==> config.mk <==
export PLATFORM = sky130hd
export DESIGN_NAME = decode_issue_stage
export DESIGN_NICKNAME = d
export VERILOG_FILES = /design/src/rtl/decode_issue_stage.sv
export SDC_FILE = /design/constraint.sdc
export NUM_CORES = 1
export LEC_CHECK = 0
export CAP_MARGIN = 15
export CORE_MARGIN = 8
export CORE_UTILIZATION = 46
export DETAILED_ROUTE_END_ITERATION = 6
export PLACE_DENSITY = 0.82
export SYNTH_ARGS = -nofsm -noshare
export SYNTH_HDL_FRONTEND = slang
export SYNTH_SLANG_ARGS = --single-unit
==> constraint.sdc <==
create_clock -name clk -period 3.41 [get_ports clk]
set_input_delay 0.341 -clock clk [delete_from_list [all_inputs] [get_ports clk]]
set_output_delay 0.341 -clock clk [all_outputs]
set_load 0.005 [all_outputs]
==> src/rtl/decode_issue_stage.sv <==
// Single-entry decode/issue stage: latches one fetched instruction, decodes ADD/ADDI/MUL,
// reads operands, tracks in-flight destinations in a scoreboard and issues in order.
module decode_issue_stage #(
  parameter logic [2:0] p_tinyrv1    = 3'b111,
  parameter logic [2:0] p_isa_subset = p_tinyrv1
) (
  input  logic        clk,
  input  logic        rst,

  input  logic [31:0] F_inst,
  input  logic [31:0] F_pc,
  input  logic        F_val,
  output logic        F_rdy,

  output logic [4:0]  rf_raddr0,
  output logic [4:0]  rf_raddr1,
  input  logic [31:0] rf_rdata0,
  input  logic [31:0] rf_rdata1,

  output logic [1:0]  X_uop,
  output logic [31:0] X_pc,
  output logic [31:0] X_op1,
  output logic [31:0] X_op2,
  output logic [4:0]  X_waddr,
  output logic        X_wen,
  output logic        X_val,
  input  logic        X_rdy,

  input  logic [4:0]  C_waddr,
  input  logic        C_wen,

  output logic        illegal
);

  localparam int OP_ADD_VEC  = 0;
  localparam int OP_ADDI_VEC = 1;
  localparam int OP_MUL_VEC  = 2;

  localparam logic [1:0] OP_NOP = 2'd0;
  localparam logic [1:0] OP_ADD = 2'd1;
  localparam logic [1:0] OP_MUL = 2'd2;

  localparam logic [6:0] OPC_REG   = 7'b0110011;
  localparam logic [6:0] OPC_IMM   = 7'b0010011;
  localparam logic [6:0] F7_BASE   = 7'b0000000;
  localparam logic [6:0] F7_MULDIV = 7'b0000001;
  localparam logic [2:0] F3_ADD    = 3'b000;

  logic        d_val;
  logic [31:0] d_inst;
  logic [31:0] d_pc;
  logic [31:0] sb;
  logic [31:0] sb_next;

  logic [6:0]  dec_opcode;
  logic [2:0]  dec_funct3;
  logic [6:0]  dec_funct7;
  logic [4:0]  dec_rs1;
  logic [4:0]  dec_rs2;
  logic [4:0]  dec_rd;
  logic [31:0] dec_imm_i;

  logic [1:0]  dec_uop;
  logic        dec_legal;
  logic        dec_uses_rs1;
  logic        dec_uses_rs2;
  logic        dec_wen;
  logic        dec_op2_imm;

  logic        stall;
  logic        issue_fire;
  logic        drop;
  logic        fetch_load;
  logic        haz_rs1;
  logic        haz_rs2;
  logic        haz_rd;

  assign dec_opcode = d_inst[6:0];
  assign dec_rd     = d_inst[11:7];
  assign dec_funct3 = d_inst[14:12];
  assign dec_rs1    = d_inst[19:15];
  assign dec_rs2    = d_inst[24:20];
  assign dec_funct7 = d_inst[31:25];
  assign dec_imm_i  = {{20{d_inst[31]}}, d_inst[31:20]};

  // ADDI is issued as an ADD uop with the immediate selected for operand 2.
  always_comb begin
    dec_uop      = OP_NOP;
    dec_legal    = 1'b0;
    dec_uses_rs1 = 1'b0;
    dec_uses_rs2 = 1'b0;
    dec_wen      = 1'b0;
    dec_op2_imm  = 1'b0;
    if (dec_opcode == OPC_REG && dec_funct3 == F3_ADD) begin
      if (dec_funct7 == F7_BASE && p_isa_subset[OP_ADD_VEC]) begin
        dec_uop      = OP_ADD;
        dec_legal    = 1'b1;
        dec_uses_rs1 = 1'b1;
        dec_uses_rs2 = 1'b1;
        dec_wen      = 1'b1;
      end else if (dec_funct7 == F7_MULDIV && p_isa_subset[OP_MUL_VEC]) begin
        dec_uop      = OP_MUL;
        dec_legal    = 1'b1;
        dec_uses_rs1 = 1'b1;
        dec_uses_rs2 = 1'b1;
        dec_wen      = 1'b1;
      end
    end else if (dec_opcode == OPC_IMM && dec_funct3 == F3_ADD
                 && p_isa_subset[OP_ADDI_VEC]) begin
      dec_uop      = OP_ADD;
      dec_legal    = 1'b1;
      dec_uses_rs1 = 1'b1;
      dec_wen      = 1'b1;
      dec_op2_imm  = 1'b1;
    end
  end

  assign rf_raddr0 = dec_rs1;
  assign rf_raddr1 = dec_rs2;

  // Hazards look only at registered scoreboard bits, so completions never reach X_val combinationally.
  assign haz_rs1 = dec_uses_rs1 && (dec_rs1 != 5'd0) && sb[dec_rs1];
  assign haz_rs2 = dec_uses_rs2 && (dec_rs2 != 5'd0) && sb[dec_rs2];
  assign haz_rd  = dec_wen      && (dec_rd  != 5'd0) && sb[dec_rd];
  assign stall   = haz_rs1 || haz_rs2 || haz_rd;

  assign X_val      = d_val && dec_legal && !stall;
  assign issue_fire = X_val && X_rdy;
  assign drop       = d_val && !dec_legal;
  assign illegal    = drop;
  assign F_rdy      = !d_val || issue_fire || drop;
  assign fetch_load = F_val && F_rdy;

  assign X_uop   = dec_uop;
  assign X_pc    = d_pc;
  assign X_waddr = dec_rd;
  assign X_wen   = d_val && dec_legal && dec_wen && (dec_rd != 5'd0);
  assign X_op1   = (dec_rs1 == 5'd0) ? 32'd0 : rf_rdata0;

  always_comb begin
    if (dec_op2_imm) begin
      X_op2 = dec_imm_i;
    end else if (dec_rs2 == 5'd0) begin
      X_op2 = 32'd0;
    end else begin
      X_op2 = rf_rdata1;
    end
  end

  // Clear first, then set, so a same-cycle set of the same register wins.
  always_comb begin
    sb_next = sb;
    if (C_wen && C_waddr != 5'd0) begin
      sb_next[C_waddr] = 1'b0;
    end
    if (issue_fire && X_wen) begin
      sb_next[dec_rd] = 1'b1;
    end
    sb_next[0] = 1'b0;
  end

  always_ff @(posedge clk or posedge rst) begin
    if (rst) begin
      d_val  <= 1'b0;
      d_inst <= 32'd0;
      d_pc   <= 32'd0;
      sb     <= 32'd0;
    end else begin
      sb <= sb_next;
      if (fetch_load) begin
        d_val  <= 1'b1;
        d_inst <= F_inst;
        d_pc   <= F_pc;
      end else if (issue_fire || drop) begin
        d_val  <= 1'b0;
      end
    end
  end

endmodule

# Word-level counts from Yosys, hierarchy flattened
# Cells that the tools add are included.
dict set report classes {
  n_lt_le_gt_ge 6
  n_eq_ne 3
  mux 27
  bitwise_logic 3
  n_reduce_logical 36
}
# op count
set op_table {}
lappend op_table {{two-way mux 32 bit} 5}
lappend op_table {{AND 32 bit} 1}
lappend op_table {{NOT 32 bit} 1}
lappend op_table {{OR 32 bit} 1}
lappend op_table {{< comparator 5 x 6 -> 1 bit (second input constant)} 4}
lappend op_table {{nonzero test 5 bit} 4}
lappend op_table {{logical AND 1 bit} 19}
lappend op_table {{binary-select mux 1 bit (select 5 bit)} 3}
lappend op_table {{two-way mux 1 bit} 14}
lappend op_table {{demux 1 bit (select 5 bit)} 2}
lappend op_table {{greater-or-equal comparator 5 x 1 -> 1 bit (second input constant)} 2}
lappend op_table {{logical NOT 5 bit} 2}
lappend op_table {{equality test 7 x 1 -> 1 bit (second input constant)} 1}
lappend op_table {{equality test 7 x 5 -> 1 bit (second input constant)} 1}
lappend op_table {{equality test 7 x 6 -> 1 bit (second input constant)} 1}
lappend op_table {{logical NOT 7 bit} 1}
lappend op_table {{two-way mux 2 bit} 3}
lappend op_table {{logical OR 1 bit} 5}
lappend op_table {{logical NOT 1 bit} 3}
lappend op_table {{logical NOT 3 bit} 1}
lappend op_table {{nonzero test 2 bit} 1}
dict set report totals {
  regBits 96
  in_bits 138
  output_inout_bits 117
  wordCells 79
}

# Longest topological paths before layout
# Gate-level depths: netlist (run 1).
dict set report depth {
  ltp_word 15
  ltp_mapped 11
  ltp_nobuf 6
}

# Worst setup path after synthesis (run 1)
# Ideal clock, no wire load.
dict set report synth_timing {
  kind {register -> output}
  from {register d_inst[26]}
  to {output port X_val}
  t_arrival_ps 2295
  required_time_ps 3069
  path_slack_ps 774
  path_stages_with_launch 9
  cell_sequence {dfrtp_1 > or4_4 > nor4b_2 > o2111ai_1 > or4_1 > clkbuf_1 > nand4_1 > buf_2 > inv_1}
}
dict set report synth_via {
  elab_chain_cells 10
}
# item line
set synth_lines {}
lappend synth_lines {{from (decl)} 50} ;# logic [31:0] d_inst;
lappend synth_lines {{from (signal assigned)} 172} ;# d_inst <= F_inst;
lappend synth_lines {{equality test 7 x 1 -> 1 bit} 101} ;# end else if (dec_funct7 == F7_MULDIV && p_isa_subset[OP_MUL_VEC]) begin
lappend synth_lines {{two-way mux 1 bit} 101}
lappend synth_lines {{two-way mux 1 bit (*)} 95} ;# if (dec_funct7 == F7_BASE && p_isa_subset[OP_ADD_VEC]) begin
lappend synth_lines {{two-way mux 1 bit} 94} ;# if (dec_opcode == OPC_REG && dec_funct3 == F3_ADD) begin
lappend synth_lines {{logical AND 1 bit (on tied branches) (2 in series)} {122, 123}}
lappend synth_lines {{logical OR 1 bit (2 in series)} 125} ;# assign stall = haz_rs1 || haz_rs2 || haz_rd;
lappend synth_lines {{logical NOT 1 bit} 127} ;# assign X_val = d_val && dec_legal && !stall;
lappend synth_lines {{logical AND 1 bit (*)} 127}
lappend synth_lines {{to (decl)} 26} ;# output logic X_val,
# Mark *: on every way between the ends. The rest lies on a longest branch, timed or not.

# Worst setup path in the final report (run 1)
dict set report layout_timing {
  from {register d_inst[26]}
  to {output port F_rdy}
}
dict set report layout_via {
  elab_chain_cells 13
}
# item line
set layout_lines {}
lappend layout_lines {{equality test 7 x 1 -> 1 bit} 101}
lappend layout_lines {{two-way mux 1 bit} 101}
lappend layout_lines {{two-way mux 1 bit (*)} 95}
lappend layout_lines {{two-way mux 1 bit} 94}
lappend layout_lines {{logical AND 1 bit (on tied branches) (2 in series)} {122, 123}}
lappend layout_lines {{logical OR 1 bit (2 in series)} 125}
lappend layout_lines {{logical NOT 1 bit} 127}
lappend layout_lines {{logical AND 1 bit} 127}
lappend layout_lines {{logical AND 1 bit} 128} ;# assign issue_fire = X_val && X_rdy;
lappend layout_lines {{logical OR 1 bit} 131} ;# assign F_rdy = !d_val || issue_fire || drop;
lappend layout_lines {{logical OR 1 bit (*)} 131}
lappend layout_lines {{to (decl)} 13} ;# output logic F_rdy,
# Marked as above.

==> results of run 1 <==
## layout by cell type, fill, tap and decap left out, types with 6 or more instances in the layout
master	Yosys	layout
clkdlybuf4s50_1	0	252
nor2_1	14	13
nand4_1	68	68
o21ai_0	72	72
nor2b_1	40	40
dfrtp_1	96	91
mux2i_1	26	26
mux4_2	6	6
nand3b_1	6	6
mux2_2	6	6
and2_1	7	7
clkbuf_16	0	9
buf_4	18	32
nand3_1	75	74
a22oi_1	10	10
o211ai_2	20	20
a21oi_1	6	6
o211ai_1	43	43
and3_1	63	62
nand2_1	151	149
nand2b_1	8	8
## layout make-up
| type | count | area (sq um) | share of cell area |
|---|---|---|---|
| tap | 188 | 235 | 0.0236 |
| timing repair buffer | 287 | 2810 | 0.282 |
| sequential | 96 | 2410 | 0.242 |
| multi-input combinational | 672 | 4160 | 0.418 |
| inverter | 6 | 25.0 | 0.00251 |
| clock buffer | 11 | 233 | 0.0234 |
| clock inverter | 5 | 81.3 | 0.00817 |
## path summary, 6_finish.rpt
check	start	to	slack (ns)	cells after the start
min reg2reg	d_inst[6]	d_inst[6]	0.50	2
max	d_inst[26]	F_rdy	0.19	7
max in group asynchronous	rst	d_inst[16]	2.24	3
max reg2reg	d_inst[26]	X_pc[26]	0.58	7
min in group asynchronous	rst	sb[12]	0.45	2
min	X_rdy	d_val	0.37	3
## cells in the mapped netlist (2+ instances only)
cell type and number:
and3b_1 5, a22oi_1 10, nor3_1 4, nand2b_1 8
dfrtp_1 96, nor2_1 14, o311ai_0 2, or3b_2 2
nor4b_1 2, mux2i_1 26, nand3b_1 6, nand4_1 68
o31ai_1 2, nor2b_1 40, buf_6 4, nand4b_1 3
clkbuf_1 69, and2_1 7, a21oi_1 6, inv_1 6
nand3_1 75, o21ai_1 2, o21ai_0 72, and4b_1 2
o211ai_1 43, buf_2 8, mux4_2 6, or3_1 3
buf_1 6, o211ai_2 20, mux2_2 6, nand2_1 151
a2111oi_0 2, o22ai_1 3, or4_1 3, buf_4 18
and3_1 63
## routing by layer
metal / global-route usage / share of wire / up-vias
met3: 0.0663 / 0.094 / 56
met4: 0.0926 / 0.027 / 0
met2: 0.414 / 0.48 / 441
li1: - / - / 3583
met5: 0 / 0 / -
met1: 0.319 / 0.40 / 3673
## worst register-to-register path: cells and delay by family (launching register included)
kind / cells / cell delay, ns
flip-flops: 1 / 0.39
AO/OA/AOI/OAI: 2 / 0.34
buffers and inverters: 1 / 0.27
AND/OR/NAND/NOR: 4 / 1.73
## kinds of logic (layout without fill, tap and decap cells)
family,Yosys count,in the layout
AO/OA/AOI/OAI,172,172
AND/OR/NAND/NOR,462,462
flip-flops,96,96
multiplexers,38,38
buffers and inverters,111,309
## state kept, by name, indices dropped and copies added, names as in the netlist
name	flops
X_pc	32
d_inst	32
sb	31
d_val	1
## power by group through the flow
stage	Combinational [mW]	Clock, mW	Sequential, mW
floorplan	0.952	0	1.41
global placement	1.62	0	1.50
detailed placement	1.65	0	1.50
CTS	1.65	1.09	1.49
global route	1.80	1.14	1.52
finish	1.66	1.09	1.50
## what timing repair did
item | 4_1_cts | 5_1_grt
hold buffers | 0 | 0
endpoints found under the setup margin | 2 | 3
buffers inserted | 0 | 0
resized for setup | 3 | 8
pin swaps | 1 | 0
## through the flow
step                cell area, sq um  std cells  power [mW]  setup slack (ns)   util
floorplan                       7040        879        2.37             0.564      -
global placement                9610       1249        3.12             0.254  0.637
detailed placement              9610       1249        3.15             0.226  0.637
CTS                             9930       1265        4.23            0.0196  0.658
global route                    9960       1265        4.46            0.0395  0.660
finish                          9960       1265        4.25             0.191  0.660
==> metrics.yaml, run 1 <==
cp_max_fo: 6
wl_per_cell_um: 20.5
worstMarginPinSlew_ns: 0.702
synth_area_leader_cell: "dfrtp_1"
globalRouteTotalUtil: 0.254
yosysSeqAreaShare: 0.341
final.setup.tns_ns: 0
synth_xor_area_frac: 0
die_w_um: 140
antenna_found_initial: 0
switching_power_mw: 1.47
outcome: "complete, no violations"
synth_area_leaders: "dfrtp_1, nand2_1, nand4_1"
first_global_vias: 7347
min_period_ns: 3.22
drtIter0Drc: 608
cp_data_required_time_ns: 3.07
grt_max_degree: 71
fin_skew_ns: 0.00999
drt_pass1_iterations: 5
h-tree-depth: 3
synth_top_family_by_area: "simple AND/OR/NAND/NOR gates"
post-route-period-util: 0.944
fp.dieH_um: 140
async_flop_share: 1.00
fill_cells: 1286
vias_per_cell: 6.13
syn_inst: 879
critPathMaxStageDelay_ns: 0.57
synth_edf_count: 0
hold_viol: 0
hold_class: "input pin to register"
fmax_ghz: 0.311
gp_congestion: 0.975
numCtsBuffers: 9
max_slew_margin: 0.528
crit_top_cell: "or4_4"
arrival_ns: 2.88
setup_viol: 0
rsz0062_at_grt: "false"
start_util: 0.466
io-pin-count: 255
synth.top_cell.area_share: 0.341
synth_warnings: 0
path_cells: "or4_4 > nor4b_4 > o2111ai_1 > or4_4 > nand4_1 > nand2_1 > clkdlybuf4s50_1"
die-area_sq_um: 19500
clock_sinks: 96
num_antenna_cells: 0
drv_cap: 0
finalWirelength_um: 25900
power_density_nw_per_um2: 427
synthAdderAreaFrac: 0
cts_tree: "done"
hpwl_um: 18800
port_buffers: 254
grt-ovfl-total: 0
end_kind: "output pin"
p_leak_nw: 4.23
clk_pin_slew_worst_paths_ns: 0.07
whs_ns: 0.374
synth_nets: 1017
synth_seq_cells: 96
synth-compound-area-share: 0.171
ir_worst_vdd_mv: 0.355
synth_area_sq_um: 7040
syn_area_per_cell_sq_um: 8.01
vias: 7753
intPower_mw: 2.78
clk_path_buf_depth: 2
crit_family: "simple AND/OR/NAND/NOR gates"
crit_buf_inv: 1
cts_root_buffer: "clkbuf_16"
clkPwrFrac: 0.257
muxShareOfSynthArea: 0.0658
combPwrFrac: 0.391
seqPwrFrac: 0.352
coreArea_sq_um: 15100
crit_type: "register to output pin"
yosys.area_share.simple: 0.348
critPathLaunchType: "register"
switching_share: 0.345
ant_nets: 0
area_growth_pct: 41.5
slew_viol_final: 0
nets: 1210
clock_latency_ns: 0.35
drive_above_1_share: 0.0947
grt_pass1_wl_um: 40500
yosysUniqueCellTypes: 53
remaining_drc_errors: 0
cpMaxStageDelayCell: "or4_4"
ys.flop_type: "dfrtp_1"
rows: 45
Power figures use the tool's default switching activity.
==> run 2, diff against run 1 <==
Settings changed: ABC_CLOCK_PERIOD_IN_PS set to 3410, HOLD_SLACK_MARGIN set to 0.08.
==> results of run 2 <==
No change in the layout: final DEF, timing and power equal those of run 1.
